**config.mk**
```make
export PLATFORM = sky130hd
export DESIGN_NAME = alu_operand_stage
export DESIGN_NICKNAME = d
export VERILOG_FILES = /design/src/rtl/alu_pkg.sv /design/src/rtl/rf32x32.sv /design/src/rtl/alu_operand_stage.sv
export SDC_FILE = /design/constraint.sdc
export NUM_CORES = 2
export LEC_CHECK = 0
export BUFFER_PORTS_ARGS = -buffer_cell sky130_fd_sc_hd__buf_2
export CORE_MARGIN = 5
export CORE_UTILIZATION = 46
export DETAILED_ROUTE_END_ITERATION = 10
export PLACE_DENSITY = 0.59
export SYNTH_ARGS = -nofsm -noshare
export SYNTH_HDL_FRONTEND = slang
export SYNTH_SLANG_ARGS = --single-unit
```
**constraint.sdc**
```tcl
create_clock -name Clk -period 2.75 [get_ports Clk]
set_input_delay 0.1375 -clock Clk [delete_from_list [all_inputs] [get_ports Clk]]
set_output_delay 0.1375 -clock Clk [all_outputs]
set_load 0.02 [all_outputs]
```
**src/rtl/alu_pkg.sv**
```systemverilog
// alu_pkg: ALU operation encodings and data width shared by the operand stage and the ALU
package alu_pkg;
   localparam int DATA_W = 32;
   typedef enum logic [1:0] {
      ALU_ADD = 2'b00,
      ALU_SUB = 2'b01,
      ALU_AND = 2'b10,
      ALU_OR  = 2'b11
   } aluc_e;
endpackage

```
**src/rtl/rf32x32.sv**
```systemverilog
// rf32x32: 32x32 register file, async clear, two read ports plus a debug peek, register 0 hardwired to zero
module rf32x32
   import alu_pkg::*;
(
   input  logic              clk,
   input  logic              clrn,
   input  logic              we,
   input  logic [4:0]        wa,
   input  logic [DATA_W-1:0] wd,
   input  logic [4:0]        ra_a,
   input  logic [4:0]        ra_b,
   input  logic [4:0]        dbg_a,
   output logic [DATA_W-1:0] qa,
   output logic [DATA_W-1:0] qb,
   output logic [DATA_W-1:0] qdbg
);
   logic [DATA_W-1:0] mem [32];

   // write port; register 0 never stored, whole array cleared on reset
   always_ff @(posedge clk or negedge clrn) begin
      if (!clrn) begin
         for (int i = 0; i < 32; i++) mem[i] <= '0;
      end else if (we && wa != '0) begin
         mem[wa] <= wd;
      end
   end

   assign qa   = ra_a  == '0 ? '0 : mem[ra_a];
   assign qb   = ra_b  == '0 ? '0 : mem[ra_b];
   assign qdbg = dbg_a == '0 ? '0 : mem[dbg_a];
endmodule

```
**src/rtl/alu_operand_stage.sv**
```systemverilog
// alu_operand_stage: operand fetch with writeback bypass, stall hold and retired-op counter
module alu_operand_stage
   import alu_pkg::*;
#(
   parameter int CNT_W = 16
) (
   input  logic              Clk,
   input  logic              Clrn,
   input  logic              In_valid,
   output logic              In_ready,
   input  logic [4:0]        Ra,
   input  logic [4:0]        Rb,
   input  logic [4:0]        Rd,
   input  logic [1:0]        Aluc_in,
   input  logic              Stall,
   output logic [DATA_W-1:0] X,
   output logic [DATA_W-1:0] Y,
   output logic [1:0]        Aluc,
   output logic              Out_valid,
   input  logic [DATA_W-1:0] R,
   input  logic              Z,
   output logic              Zflag,
   output logic [CNT_W-1:0]  Retired,
   input  logic [4:0]        Dbg_addr,
   output logic [DATA_W-1:0] Dbg_data
);
   logic [4:0]        rd_q;
   logic [DATA_W-1:0] rf_a, rf_b, x_nxt, y_nxt;
   logic              accept, retire, byp_a, byp_b;

   assign In_ready = ~Stall;
   assign accept   = In_valid & In_ready;
   assign retire   = Out_valid & ~Stall;

   rf32x32 u_rf (
      .clk   (Clk),
      .clrn  (Clrn),
      .we    (retire),
      .wa    (rd_q),
      .wd    (R),
      .ra_a  (Ra),
      .ra_b  (Rb),
      .dbg_a (Dbg_addr),
      .qa    (rf_a),
      .qb    (rf_b),
      .qdbg  (Dbg_data)
   );

   // forward the result being written this cycle; rd_q != 0 already excludes register 0
   always_comb begin
      byp_a = retire && rd_q != '0 && Ra == rd_q;
      byp_b = retire && rd_q != '0 && Rb == rd_q;
      x_nxt = byp_a ? R : rf_a;
      y_nxt = byp_b ? R : rf_b;
   end

   // operand/control registers; everything freezes while stalled
   always_ff @(posedge Clk or negedge Clrn) begin
      if (!Clrn) begin
         X         <= '0;
         Y         <= '0;
         Aluc      <= ALU_ADD;
         rd_q      <= '0;
         Out_valid <= 1'b0;
         Zflag     <= 1'b0;
         Retired   <= '0;
      end else if (!Stall) begin
         Out_valid <= accept;
         if (accept) begin
            X    <= x_nxt;
            Y    <= y_nxt;
            Aluc <= Aluc_in;
            rd_q <= Rd;
         end
         if (retire) begin
            Zflag   <= Z;
            Retired <= Retired + 1'b1;
         end
      end
   end
endmodule

```
==> impl_metrics.toml <==
[final_layout]
layout_common_cells = "dfrtp_1 (1113), mux2_2 (993), mux4_2 (823)"
final_cells = 6414
areaGrowthSynthToFinish_pct = 16.0
fin_util_pct = 53.6
drive_gt1_share_pct = 57.2
diodes = 0
layout_commonest_cell = "dfrtp_1"
nets = 4481

[setup_path]
crit-reg2reg-launch = "rd_q[4]$_DFFE_PN0P_"
crit_path_end_kind = "output port"
start_kind = "flip-flop"
crit_required_ns = 2.61
timing.rr.end = "Y[31]$_DFFE_PN0P_"
critPathMaxFanout = 4
cp-startpoint = "u_rf.mem[146]$_DFFE_PN0P_"
regToRegSetupSlack_ns = 0.09
worstPathArrival_ns = 2.56
critPathKind = "flip-flop to output port"
rr_worst_depth = 7
endpoint = "Dbg_data[18]"

[clocking]
clkLatencyLatePin_ns = 0.79
cts_tree = "yes"
numCtsBuffers = 132
clockBufferDepth = 3
cts-htree-levels = 4
cts-root-buf = "clkbuf_16"
clock_sinks = 1113
clk_pin_slew_ns = 0.06

[floorplanning]
die_h_microns = 387
dieArea_sq_um = 150000
rows = 138
initial_core_util_pct = 46.2
die_width_microns = 387
coreArea_sq_um = 141000
pin_count = 176

[global_routing]
antenna_found_initial = 3
track_usage_pct = 30.7
globalRouteOverflowTotal = 0
grt_max_degree = 107
grt_pass1_vias = 44796
grt_pass1_wl_microns = 335000

[power_and_ir_drop]
sw_frac_of_total_pct = 28.7
power.density_nw_per_um2 = 696
comb_power_share_pct = 22.8
ir_drop_mv = 0.505
power_frac_clock_pct = 35.1
intPower_w = 0.0376
seq_power_share_pct = 42.1
power_switching_w = 0.0151
power_leakage_nw = 33.3
power.total_w = 0.0527

[synth]
synth_top_cell_area_share_pct = 42.7
synthFlopType = "dfrtp_1"
async_reset_ff_share_pct = 100
synth_seq_cells = 1113
synth_mux_area_share_pct = 46.7
synth.distinct_cells = 49
syn_inst = 4276
syn_nets = 4336
synth_top_cell_by_area = "dfrtp_1"
yosys.area_share.xor_xnor_pct = 0.335
synth_top_family_by_area = "multiplexers"
yosys.area_share.simple_pct = 2.81
synthTopCellsByArea = "dfrtp_1 (43%), mux4_2 (28%), mux2_2 (17%)"
syn_area_sq_um = 65300
synth_compound_area_share_pct = 3.79
synth_edf_count = 0
synth.avg_cell_area_sq_um = 15.3
ys_warn_count = 0
synthAdderAreaFrac_pct = 0.0192
ys_seq_area_share_pct = 42.7

[route]
ant_nets = 0
drc = 0
drtPass1Iterations = 5
routed_via_density = 6.90
wirelength_microns = 230000
drt_iter0_drc = 5126
vias = 44253
wl_per_cell_microns = 35.9

[sta]
finalSetupViolations = 0
skew_ns = 0.0278
final.min_clock_period_ns = 2.70
worst_slew_pin_slew_ns = 0.961
finalCritPeriodShare_pct = 98.1
max_freq_mhz = 371
holdWs_ns = 0.0507
final.setup.tns_ns = 0
drv_slew = 0
relSlewSlack_pct = 35.9
rsz0062_at_grt = "yes"
hold_violations = 0

[worst_hold_path]
min_path_type = "input port to flip-flop"

[place]
gp_congestion = 0.839
port-buffer-count = 175
dp_hpwl_microns = 140000
placed_cells = 6115

[run_status]
outcome = "completed"

[flow_run]
cap_violations = 0
-- metal layers --
layer | track usage, % | routed length, microns
met1 | 43.0 | 94100
met2 | 47.4 | 107000
met5 | 0 | 13
met3 | 7.51 | 20600
met4 | 10.7 | 8770
-- cell usage after synthesis (2+ instances only) --
master    number
nand2_1      152
a211oi_1      93
or3_1          2
or3b_2         2
nor3b_1        4
o221ai_1      31
buf_4          9
clkbuf_1     271
nand4_1        5
o21ai_1       32
inv_1         34
and3_1         5
nand3_1       47
nor2_1        23
a211o_1        2
a221o_1       32
a22oi_1       35
mux2_2       993
o31ai_1        2
nor4_1        32
a21oi_1        3
nand4b_1       3
xnor2_1       17
mux2i_1       80
nor3_1         3
nand2b_1       5
buf_2        157
o22a_1        31
nor2b_1       72
buf_6         13
buf_1         61
nand3b_1       6
xor2_1         8
mux4_2       823
o22ai_1       62
dfrtp_1     1113
-- registers in the layout, summed over array words and instances (netlist names) --
register / count
Retired: 16
rd_q: 5
Y: 32
Zflag: 1
u_rf.mem: 1024
X: 32
Out_valid: 1
Aluc: 2
-- per-stage QoR --
stage | worst slack (ns) | instance area [sq um]
floorplan | 0.611 | 65300
global placement | 0.288 | 70300
detailed placement | 0.300 | 70300
CTS | -0.0582 | 75500
global route | -0.0107 | 75700
finish | 0.0519 | 75700
-- cells by family (layout without fill, tap and decap cells) --
logic type / count (synthesis) / count (layout)
flip-flops: 1113 / 1113
AO/OA/AOI/OAI: 330 / 330
XOR/XNOR: 25 / 25
adder cells (fa/ha/maj): 1 / 1
buffers and inverters: 545 / 793
multiplexers: 1896 / 1896
AND/OR/NAND/NOR: 366 / 366
-- critical path, stage by stage, from the launching register on --
cell,delay [ns]
dfrtp_1,0.41
mux4_2,0.49
mux4_2,0.50
nand2_2,0.12
o21ai_2,0.09
buf_2,0.17
-- layout make-up --
type | instances | area [sq um]
multi-input cells | 2618 | 35500
clock buffers | 184 | 3830
inverters | 34 | 128
clock inverters | 53 | 714
well taps | 1890 | 2360
fillers | 11601 | 65500
repair buffers | 522 | 5320
flip-flops and latches | 1113 | 27900
-- what timing repair did --
| action | CTS | global route |
|---|---|---|
| endpoints found under the setup margin | 16 | 21 |
| gates resized for setup | 21 | 48 |
| cloned | 0 | 0 |
| hold endpoints to repair | 1744 | 0 |
| setup buffers | 2 | 8 |
| hold buffers | 52 | 0 |
-- worst min-delay path by stage --
| stage | from | end | slack (ns) | depth (start not counted) |
|---|---|---|---|---|
| finish | R[7] | Y[7]$_DFFE_PN0P_ | 0.05 | 3 |
| global route | R[7] | Y[7]$_DFFE_PN0P_ | 0.05 | 3 |
| CTS | R[7] | Y[7]$_DFFE_PN0P_ | 0.0004 | 3 |
| detailed placement | Clrn | u_rf.mem[1002]$_DFFE_PN0P_ | 0.18 | 1 |
| global placement | Clrn | u_rf.mem[1002]$_DFFE_PN0P_ | 0.18 | 1 |
| floorplan | Clrn | Aluc[0]$_DFFE_PN0P_ | -0.16 | 0 |
-- power by group through the flow --
stage / Sequential, W / Combinational (W) / Clock (W)
floorplan: 0.0216 / 0.00858 / 0
global placement: 0.0222 / 0.0116 / 0
detailed placement: 0.0223 / 0.0117 / 0
CTS: 0.0220 / 0.0119 / 0.0188
global route: 0.0225 / 0.0128 / 0.0195
finish: 0.0222 / 0.0120 / 0.0185
Note: power is estimated with default switching activity, not from simulation.
